## src/rtl/mem_port_arbiter_pkg.sv

```systemverilog
// Shared encodings for the memory-port arbiter (fetch vs. load/store).
// Optional round-robin selection is enabled with MEM_ARB_ROUND_ROBIN_EN.
package mem_port_arbiter_pkg;

  localparam int unsigned RISCV_ADDR_WIDTH = 32;
  localparam int unsigned RISCV_DATA_WIDTH = 32;

  typedef enum logic [1:0] {
    ARB_IDLE = 2'd0,
    ARB_REQ  = 2'd1,
    ARB_RESP = 2'd2
  } arb_state_e;

  typedef enum logic {
    ARB_OWN_I = 1'b0,
    ARB_OWN_D = 1'b1
  } arb_owner_e;

  // The requester that is not the given one.
  function automatic arb_owner_e arb_other(input arb_owner_e own);
    return (own == ARB_OWN_D) ? ARB_OWN_I : ARB_OWN_D;
  endfunction

endpackage

```

## src/rtl/mem_port_arbiter_pick.sv

```systemverilog
// Combinational winner selection between fetch and LSU requests.
// MEM_ARB_ROUND_ROBIN_EN alternates on collisions; otherwise D beats I.
module mem_arb_pick
  import mem_port_arbiter_pkg::*;
(
  input  logic       i_req_i,
  input  logic       d_req_i,
  input  arb_owner_e last_i,
  output arb_owner_e win_c_o
);

  always_comb begin
    win_c_o = ARB_OWN_I;
    if (d_req_i && !i_req_i) begin
      win_c_o = ARB_OWN_D;
    end else if (d_req_i && i_req_i) begin
`ifdef MEM_ARB_ROUND_ROBIN_EN
      win_c_o = arb_other(last_i);
`else
      win_c_o = ARB_OWN_D;
`endif
    end
  end

`ifndef MEM_ARB_ROUND_ROBIN_EN
  logic unused_last;
  assign unused_last = last_i;
`endif

endmodule

```

## src/rtl/mem_port_arbiter.sv

```systemverilog
// Shares one external memory port between fetch (I) and LSU (D), one
// transaction in flight. MEM_ARB_ROUND_ROBIN_EN adds collision fairness.
module mem_port_arbiter
  import mem_port_arbiter_pkg::*;
#(
  parameter  int unsigned ADDR_WIDTH = RISCV_ADDR_WIDTH,
  parameter  int unsigned DATA_WIDTH = RISCV_DATA_WIDTH,
  localparam int unsigned BE_W       = DATA_WIDTH / 8
) (
  input  logic                  clk,
  input  logic                  rst_n,
  input  logic                  i_req_i,
  input  logic [ADDR_WIDTH-1:0] i_addr_i,
  input  logic                  i_kill_i,
  output logic                  i_gnt_o,
  output logic                  i_rvalid_o,
  output logic [DATA_WIDTH-1:0] i_rdata_o,
  output logic                  i_err_o,
  input  logic                  d_req_i,
  input  logic [ADDR_WIDTH-1:0] d_addr_i,
  input  logic                  d_we_i,
  input  logic [BE_W-1:0]       d_be_i,
  input  logic [DATA_WIDTH-1:0] d_wdata_i,
  output logic                  d_gnt_o,
  output logic                  d_rvalid_o,
  output logic [DATA_WIDTH-1:0] d_rdata_o,
  output logic                  d_err_o,
  output logic                  mem_req_o,
  output logic [ADDR_WIDTH-1:0] mem_addr_o,
  output logic                  mem_we_o,
  output logic [BE_W-1:0]       mem_be_o,
  output logic [DATA_WIDTH-1:0] mem_wdata_o,
  input  logic                  mem_gnt_i,
  input  logic                  mem_rvalid_i,
  input  logic [DATA_WIDTH-1:0] mem_rdata_i,
  input  logic                  mem_err_i
);

  typedef struct packed {
    logic [ADDR_WIDTH-1:0] addr;
    logic                  we;
    logic [BE_W-1:0]       be;
    logic [DATA_WIDTH-1:0] wdata;
  } mem_cmd_t;

  arb_state_e state_q, state_d;
  arb_owner_e owner_q, owner_d;
  logic       kill_q, kill_d;
  logic       mem_req_q, mem_req_d;
  mem_cmd_t   cmd_q, cmd_d;
  arb_owner_e pick_last;
  arb_owner_e win_c;
  logic       done_c;
  logic       i_fire_c;
  logic       d_fire_c;

`ifdef MEM_ARB_ROUND_ROBIN_EN
  arb_owner_e last_q, last_d;
  assign pick_last = last_q;
`else
  assign pick_last = ARB_OWN_I;
`endif

  mem_arb_pick u_pick (
    .i_req_i (i_req_i),
    .d_req_i (d_req_i),
    .last_i  (pick_last),
    .win_c_o (win_c)
  );

  // Next-state, command capture and same-cycle grant.
  always_comb begin
    state_d   = state_q;
    owner_d   = owner_q;
    kill_d    = kill_q;
    mem_req_d = mem_req_q;
    cmd_d     = cmd_q;
    done_c    = 1'b0;
    i_gnt_o   = 1'b0;
    d_gnt_o   = 1'b0;
`ifdef MEM_ARB_ROUND_ROBIN_EN
    last_d    = last_q;
`endif
    case (state_q)
      ARB_IDLE: begin
        if (i_req_i || d_req_i) begin
          owner_d   = win_c;
          state_d   = ARB_REQ;
          mem_req_d = 1'b1;
`ifdef MEM_ARB_ROUND_ROBIN_EN
          last_d    = win_c;
`endif
          if (win_c == ARB_OWN_D) begin
            cmd_d.addr  = d_addr_i;
            cmd_d.we    = d_we_i;
            cmd_d.be    = d_be_i;
            cmd_d.wdata = d_wdata_i;
            d_gnt_o     = 1'b1;
          end else begin
            cmd_d.addr  = i_addr_i;
            cmd_d.we    = 1'b0;
            cmd_d.be    = '1;
            cmd_d.wdata = '0;
            i_gnt_o     = 1'b1;
          end
        end
      end
      ARB_REQ: begin
        if (mem_gnt_i) begin
          mem_req_d = 1'b0;
          if (mem_rvalid_i) begin
            done_c  = 1'b1;
            state_d = ARB_IDLE;
          end else begin
            state_d = ARB_RESP;
          end
        end
      end
      ARB_RESP: begin
        if (mem_rvalid_i) begin
          done_c  = 1'b1;
          state_d = ARB_IDLE;
        end
      end
      default: begin
        state_d   = ARB_IDLE;
        mem_req_d = 1'b0;
      end
    endcase
    // A redirect only poisons the fetch already on the bus.
    if (state_q != ARB_IDLE && owner_q == ARB_OWN_I && i_kill_i) begin
      kill_d = 1'b1;
    end
    if (done_c) begin
      kill_d = 1'b0;
    end
  end

  // Response routing to the current owner only.
  always_comb begin
    i_fire_c   = done_c && (owner_q == ARB_OWN_I) && !kill_q && !i_kill_i;
    d_fire_c   = done_c && (owner_q == ARB_OWN_D);
    i_rvalid_o = i_fire_c;
    i_rdata_o  = i_fire_c ? mem_rdata_i : '0;
    i_err_o    = i_fire_c & mem_err_i;
    d_rvalid_o = d_fire_c;
    d_rdata_o  = d_fire_c ? mem_rdata_i : '0;
    d_err_o    = d_fire_c & mem_err_i;
  end

  always_ff @(posedge clk or negedge rst_n) begin
    if (!rst_n) begin
      state_q   <= ARB_IDLE;
      owner_q   <= ARB_OWN_I;
      kill_q    <= 1'b0;
      mem_req_q <= 1'b0;
      cmd_q     <= '0;
    end else begin
      state_q   <= state_d;
      owner_q   <= owner_d;
      kill_q    <= kill_d;
      mem_req_q <= mem_req_d;
      cmd_q     <= cmd_d;
    end
  end

`ifdef MEM_ARB_ROUND_ROBIN_EN
  always_ff @(posedge clk or negedge rst_n) begin
    if (!rst_n) begin
      last_q <= ARB_OWN_I;
    end else begin
      last_q <= last_d;
    end
  end
`endif

  assign mem_req_o   = mem_req_q;
  assign mem_addr_o  = cmd_q.addr;
  assign mem_we_o    = cmd_q.we;
  assign mem_be_o    = cmd_q.be;
  assign mem_wdata_o = cmd_q.wdata;

endmodule

```

## config.mk

```make
export PLATFORM = sky130hd
export DESIGN_NAME = mem_port_arbiter
export DESIGN_NICKNAME = d
export VERILOG_FILES = /design/src/rtl/mem_port_arbiter_pkg.sv /design/src/rtl/mem_port_arbiter_pick.sv /design/src/rtl/mem_port_arbiter.sv
export SDC_FILE = /design/constraint.sdc
export NUM_CORES = 1
export LEC_CHECK = 0
export BUFFER_PORTS_ARGS = -buffer_cell sky130_fd_sc_hd__buf_4
export CORE_AREA = 4 4 108 110
export DETAILED_ROUTE_END_ITERATION = 12
export DIE_AREA = 0 0 112 114
export PLACE_DENSITY = 0.69
export SYNTH_ARGS = -nofsm -noshare
export SYNTH_HDL_FRONTEND = slang
export SYNTH_SLANG_ARGS = --single-unit
```

## constraint.sdc

```tcl
create_clock -name clk -period 2 [get_ports clk]
set_clock_uncertainty 0.05 [all_clocks]
set_input_delay 0.1 -clock clk [delete_from_list [all_inputs] [get_ports clk]]
set_output_delay 0.1 -clock clk [all_outputs]
set_load 0.02 [all_outputs]
```

==> metrics.cfg, run 1 <==
[worst_setup_path]
cp_slowest_cell = dfrtp_1
start_kind = flip-flop
path_delay_family = buffers and inverters
crit_type = reg2out
timing.rr.start = state_q[1]
r2r_slack_ns = 0.32
worst-path-buf-inv = 5
worstSetupEndpointType = primary output
worstPathRequired_ns = 1.85
cp_max_fo = 8
path_cells = inv_2 > ha_4 > nand2_4 > buf_6 > nor3b_4 > buf_6 > buf_8 > and2_4 > buf_6
startpoint = state_q[1]
cp.arrival_ns = 1.95
critPathMaxStageDelay_ns = 0.36
cpMostUsedCell = buf_6

[route]
dr.pass1.iters = 4
wl_met1_um = 5193
routed_wirelength_um = 15180
top_layer_used = met4
wl_met2_um = 8137
wl_per_cell_um = 17.90
drc_errors = 0
first_iter_violations = 154
wl_met3_um = 1165
post_drt_via_cell_ratio = 4.754
ant_nets = 0
via_count = 4031

[yosys]
synth.distinct_cells = 27
async_flop_share_pct = 100.0
ys_seq_elements = 74
synth_area_um2 = 3543
synthFlopType = dfrtp_1
syn-num-nets = 471
ys_seq_area_share_pct = 52.26
synth-edff-count = 0
synth_cells = 327
yosysWarnings = 0
synth.avg_cell_area_um2 = 10.84

[final_layout]
fin_cells = 848
final_common_cell = buf_4
drive_gt1_share_pct = 56.01
fin_area_um2 = 7472
final_nets = 846
area.growth.synth_to_final_pct = 110.9
mostFrequentLayoutCells = 223 x buf_4, 82 x dlygate4sd3_1, 75 x buf_6, 74 x dfrtp_1, 63 x and2_4
fillCellCount = 746

[timing]
hold_viol_final = 0
relSlewSlack_pct = 69.12
fin_ws_ns = -0.09990
max_freq_mhz = 476.2
fin_crit_sh_pct = 105.0
tightest_slew_ns = 0.4632
rsz0062_at_grt = true
slew_violations = 0
setup_viol = 67
min_period_ns = 2.100

[run_status]
violations = setup timing
status = complete, but fails checks

[power]
pwr-share-clk_pct = 12.2
vdd_drop_max_mv = 0.8581
power_mw = 8.656
seqPwrFrac_pct = 31.0
power.density_nw_per_um2 = 1158
cellInternalPower_mw = 5.108
power_frac_comb_pct = 56.8
p_leak_nw = 3.803
swShare_pct = 40.99
p_sw_mw = 3.548

[floorplanning]
dieArea_um2 = 12770
fp.dieW_um = 112
ios = 281
die_h_um = 114
fp.coreArea_um2 = 10700
rows = 38
floorplan.initialDensity_pct = 33.12

[placement]
placed_cell_area_um2 = 5784
placedCellCount = 730
dpl.hpwl_um = 9694
globalplace.congestion = 0.9504
io_buffer_count = 280

[clocking]
cts_tree = built
worst_setup_hold_path_clk_slew_ns = 0.08
clk_latency_ns = 0.34
cts_root_buf = clkbuf_8
cts_buffers = 9
clock_sinks = 74
htreeDepth = 3
clock_path_buffers = 2

[global_routing]
gr-usage-all-layers_pct = 23.20
grt_pass1_vias = 4491
grt_pass1_wl_um = 23290
antenna_found_initial = 1
grt_max_degree = 66
gr-total-overflow = 0

[flow_run]
drv_cap = 0

[worst_hold_path]
hold_class = in2reg
min_from = d_addr_i[17]

power groups by stage:
stage	registers (mW)	logic [mW]	clock network, mW
6_report	2.68	4.92	1.05
5_1_grt	2.78	5.25	1.17
4_1_cts	2.68	4.87	1.11
3_5_place_dp	2.68	4.25	0
3_3_place_gp	2.67	4.18	0
2_1_floorplan	3.50	1.46	0
worst reg2reg max path, stage by stage (launching register included):
cell	delay, ns
dfrtp_1	0.36
inv_2	0.06
buf_4	0.14
ha_4	0.16
buf_4	0.13
nor2b_1	0.17
a211oi_1	0.29
mux2i_1	0.24
worst paths after layout:
path                                   to  cells after the start
setup / recovery            d_rdata_o[27]                      9
hold / removal             mem_addr_o[17]                      3
setup reg to reg               state_q[1]                      7
hold reg to reg            mem_addr_o[20]                      2
max in group asynchronous  mem_wdata_o[3]                      3
min in group asynchronous   mem_addr_o[7]                      2
per-stage QoR:
step	setup TNS, ns	util, %	worst slack, ns	hold slack (ns)
finish	-4.056	69.85	-0.09990	0.03089
global route	-11.17	69.85	-0.2077	0.01498
CTS	-5.194	69.44	-0.1145	0.002399
detailed placement	-2.208	54.07	-0.08987	0.02690
global placement	0	54.07	0.04615	0.02610
floorplan	0	-	0.2880	-0.2456
final cells by class:
cell class,count,area (um2),area share [%]
multi-input combinational,227,1780,23.83
antenna,1,2.502,0.03349
inverter,3,11.26,0.1507
clock buffer,12,155.1,2.076
sequential,74,1852,24.78
tap,140,175.2,2.344
clock inverter,4,26.28,0.3516
timing repair buffer,387,3470,46.43
registers in the layout (all words and copies together), names as in the netlist:
| name | count |
|---|---|
| mem_addr_o | 32 |
| mem_wdata_o | 32 |
| mem_be_o | 4 |
| state_q | 2 |
| kill_q | 1 |
| mem_req_o | 1 |
| mem_we_o | 1 |
| owner_q | 1 |
synthesized netlist by cell type, types with 2 or more instances:
library cell | instances | area, um2
nor3_1 | 2 | 10.01
buf_6 | 3 | 33.78
inv_1 | 2 | 7.510
ha_1 | 3 | 37.54
and2_1 | 66 | 412.9
clkbuf_1 | 6 | 22.52
mux2i_1 | 33 | 330.3
o21ai_0 | 32 | 160.2
nor2b_1 | 3 | 18.77
a22o_1 | 33 | 289.0
dfrtp_1 | 74 | 1852
nand2_1 | 36 | 135.1
nor2_1 | 2 | 7.510
buf_2 | 14 | 70.07
o32a_1 | 2 | 20.02
o22a_1 | 5 | 43.79
layer usage:
layer	track usage, %	up-vias
met2	43.09	228
met5	0	-
met3	6.313	50
met4	12.10	0
li1	-	1884
met1	23.81	1869
logic make-up (layout without fill, tap and decap cells):
kind of cell | count (synthesis) | count (layout) | synth area share [%]
adder cells (fa/ha/maj) | 3 | 3 | 1.059
AND/OR/NAND/NOR | 115 | 116 | 18.19
AO/OA/AOI/OAI | 75 | 75 | 15.08
buffers and inverters | 27 | 406 | 4.096
multiplexers | 33 | 33 | 9.322
flip-flops | 74 | 74 | 52.26
other | 0 | 1 | 0
timing repair:
action / in CTS / in global routing
setup endpoints to repair: 69 / 68
pin swaps: 39 / 4
cloned: 6 / 0
setup buffers: 11 / 3
hold buffers: 82 / 0
hold endpoints to repair: 93 / 0
resized for setup: 148 / 11
(Power assumes the default switching activity.)
==> run 2, diff against run 1 <==
--- a/config.mk
+++ b/config.mk
@@ -9,7 +9,7 @@
 export CORE_AREA = 4 4 108 110
 export DETAILED_ROUTE_END_ITERATION = 12
 export DIE_AREA = 0 0 112 114
-export PLACE_DENSITY = 0.69
+export PLACE_DENSITY = 0.72
 export SYNTH_ARGS = -nofsm -noshare
 export SYNTH_HDL_FRONTEND = slang
 export SYNTH_SLANG_ARGS = --single-unit
==> constraint.sdc (replaced) <==
create_clock -name clk -period 1.75 [get_ports clk]
set_clock_uncertainty 0.05 [all_clocks]
set_input_delay 0.0875 -clock clk [delete_from_list [all_inputs] [get_ports clk]]
set_output_delay 0.0875 -clock clk [all_outputs]
set_load 0.02 [all_outputs]
==> run 2 against run 1 <==
The run ends with hold timing, setup timing left. Highest routed layer is now met5. Worst hold slack got worse by 0.038 ns. Largest cell class unchanged. Sequential share of layout area shrank 0.42 points. First-iteration DRC count up 53%.
==> metrics.cfg, run 2 (synthesis results as in run 1) <==
[final_layout]
mostFrequentLayoutCells = 224 x buf_4, 87 x dlygate4sd3_1, 77 x buf_6, 74 x dfrtp_1, 55 x and2_4  ; was 223 x buf_4, 82 x dlygate4sd3_1, 75 x buf_6, 74 x dfrtp_1, 63 x and2_4
final_nets = 855  ; was 846
drive_gt1_share_pct = 54.69  ; was 56.01%
fin_cells = 856  ; was 848
area.growth.synth_to_final_pct = 114.5  ; was 110.9%
fin_area_um2 = 7601  ; was 7472 um2
final_common_cell = buf_4  ; unchanged

[placement]
globalplace.congestion = 0.9591  ; was 0.9504
dpl.hpwl_um = 10170  ; was 9694 um
placedCellCount = 737  ; was 730
io_buffer_count = 280  ; unchanged
placed_cell_area_um2 = 5874  ; was 5784 um2

[worst_setup_path]
cp.arrival_ns = 1.91  ; was 1.95 ns
critPathMaxStageDelay_ns = 0.38  ; was 0.36 ns
crit_type = reg2out  ; unchanged
cp_max_fo = 9  ; was 8
worstSetupEndpointType = primary output  ; unchanged
start_kind = flip-flop  ; unchanged
worstPathRequired_ns = 1.61  ; was 1.85 ns
path_cells = inv_2 > ha_4 > nand2_4 > nor3b_4 > buf_6 > buf_6 > and2_1 > buf_6  ; was inv_2 > ha_4 > nand2_4 > buf_6 > nor3b_4 > buf_6 > buf_8 > and2_4 > buf_6
cp_slowest_cell = dfrtp_1  ; unchanged
worst-path-buf-inv = 4  ; was 5
cpMostUsedCell = buf_6  ; unchanged
path_delay_family = buffers and inverters  ; unchanged

[power]
pwr-share-clk_pct = 13.5  ; was 12.2%
p_leak_nw = 3.865  ; was 3.803 nW
power_frac_comb_pct = 56.4  ; was 56.8%
vdd_drop_max_mv = 0.9798  ; was 0.8581 mV
p_sw_mw = 4.060  ; was 3.548 mW
swShare_pct = 39.99  ; was 40.99%
cellInternalPower_mw = 6.092  ; was 5.108 mW
power.density_nw_per_um2 = 1336  ; was 1158 nW/um2
seqPwrFrac_pct = 30.2  ; was 31.0%
power_mw = 10.15  ; was 8.656 mW

[route]
routed_wirelength_um = 15770  ; was 15180 um
dr.pass1.iters = 4  ; unchanged
first_iter_violations = 235  ; was 154
wl_met2_um = 8647  ; was 8137 um
drc_errors = 0  ; unchanged
wl_met1_um = 5387  ; was 5193 um
post_drt_via_cell_ratio = 4.681  ; was 4.754
ant_nets = 0  ; unchanged
top_layer_used = met5  ; was met4
via_count = 4007  ; was 4031
wl_met3_um = 1241  ; was 1165 um
wl_per_cell_um = 18.42  ; was 17.90 um

[floorplanning]
fp.dieW_um = 112  ; unchanged
dieArea_um2 = 12770  ; unchanged
die_h_um = 114  ; unchanged
rows = 38  ; unchanged
floorplan.initialDensity_pct = 33.12  ; unchanged
fp.coreArea_um2 = 10700  ; unchanged
ios = 281  ; unchanged

[clocking]
cts_buffers = 9  ; unchanged
cts_tree = built  ; unchanged
clock_path_buffers = 2  ; unchanged
htreeDepth = 3  ; unchanged
clk_latency_ns = 0.34  ; about the same
cts_root_buf = clkbuf_8  ; unchanged
clock_sinks = 74  ; unchanged
worst_setup_hold_path_clk_slew_ns = 0.07  ; was 0.08 ns

[run_status]
status = complete, but fails checks  ; unchanged
violations = hold timing, setup timing  ; was setup timing

[timing]
slew_violations = 0  ; unchanged
setup_viol = 68  ; was 67
hold_ws_ns = -0.007455  ; was 0.03089 ns
max_freq_mhz = 488.5
tightest_slew_ns = 0.8648  ; was 0.4632 ns
relSlewSlack_pct = 42.13  ; was 69.12%
fin_crit_sh_pct = 117.0
fin_ws_ns = -0.2973  ; was -0.09990 ns
hold_viol_final = 1  ; was 0
min_period_ns = 2.047
rsz0062_at_grt = true  ; unchanged

[global_routing]
gr-total-overflow = 0  ; unchanged
grt_pass1_vias = 4378  ; was 4491
antenna_found_initial = 2  ; was 1
grt_pass1_wl_um = 22990  ; was 23290 um
grt_max_degree = 42  ; was 66
gr-usage-all-layers_pct = 22.86  ; was 23.20%

[worst_hold_path]
hold_class = in2reg  ; unchanged

[flow_run]
drv_cap = 0  ; unchanged

==> run 2: final timing paths <==
path,from,to,slack [ns],depth (start not counted)
worst max-delay path,state_q[0],d_rdata_o[24],-0.30,8
worst min-delay path,d_addr_i[14],mem_addr_o[14],-0.007,3
worst max register to register,state_q[1],mem_addr_o[5],0.13,5
worst min register to register,mem_addr_o[0],mem_addr_o[0],0.43,2
max in group asynchronous,rst_n,mem_be_o[3],0.88,3
min in group asynchronous,rst_n,mem_addr_o[3],0.20,2
==> run 2: repair_timing <==
action                                 4_1_cts  5_1_grt
gates cloned                                 1        5
endpoints found under the hold margin       96        2
buffers inserted                             4        8
resized for setup                          102       54
setup endpoints to repair                   70       95
pin swaps                                    8       33
hold buffers                                86        2
==> run 2: routing by layer <==
| layer | global-route usage, % | up-vias |
|---|---|---|
| met1 | 23.68 | 1896 |
| met4 | 9.535 | 2 |
| met2 | 42.93 | 182 |
| met5 | 0 | - |
| li1 | - | 1894 |
| met3 | 6.844 | 33 |
==> run 2: layout make-up <==
cell class / instances / area (um2)
Sequential cell: 74 / 1852
Fill cell: 707 / 3097
Inverter: 3 / 11.26
Timing Repair Buffer: 397 / 3597
Multi-Input combinational cell: 226 / 1759
Clock inverter: 2 / 35.03
Antenna cell: 1 / 2.502
Tap cell: 140 / 175.2
Clock buffer: 13 / 168.9
==> run 2: power groups by stage <==
stage | Combinational (mW) | Clock, mW | Sequential (mW)
floorplan | 1.67 | 0 | 4.00
global route | 6.10 | 1.48 | 3.17
finish | 5.72 | 1.37 | 3.06
CTS | 5.53 | 1.40 | 3.07
global placement | 4.91 | 0 | 3.05
detailed placement | 5.02 | 0 | 3.06
==> run 2: per-stage QoR <==
stage	utilization, %	hold slack, ns	worst slack (ns)	setup TNS [ns]
floorplan	-	-0.2581	0.05048	0
CTS	68.77	0.00003011	-0.3116	-18.77
global placement	54.91	0.01219	0.03228	0
finish	71.05	-0.007455	-0.2973	-17.54
detailed placement	54.91	0.01477	-0.03262	-0.6556
global route	71.05	0.007880	-0.4161	-24.49
==> run 2: worst min-delay path, cell delays in order <==
cell and delay [ns]:
buf_4 0.08, mux2i_1 0.07, o21ai_1 0.11
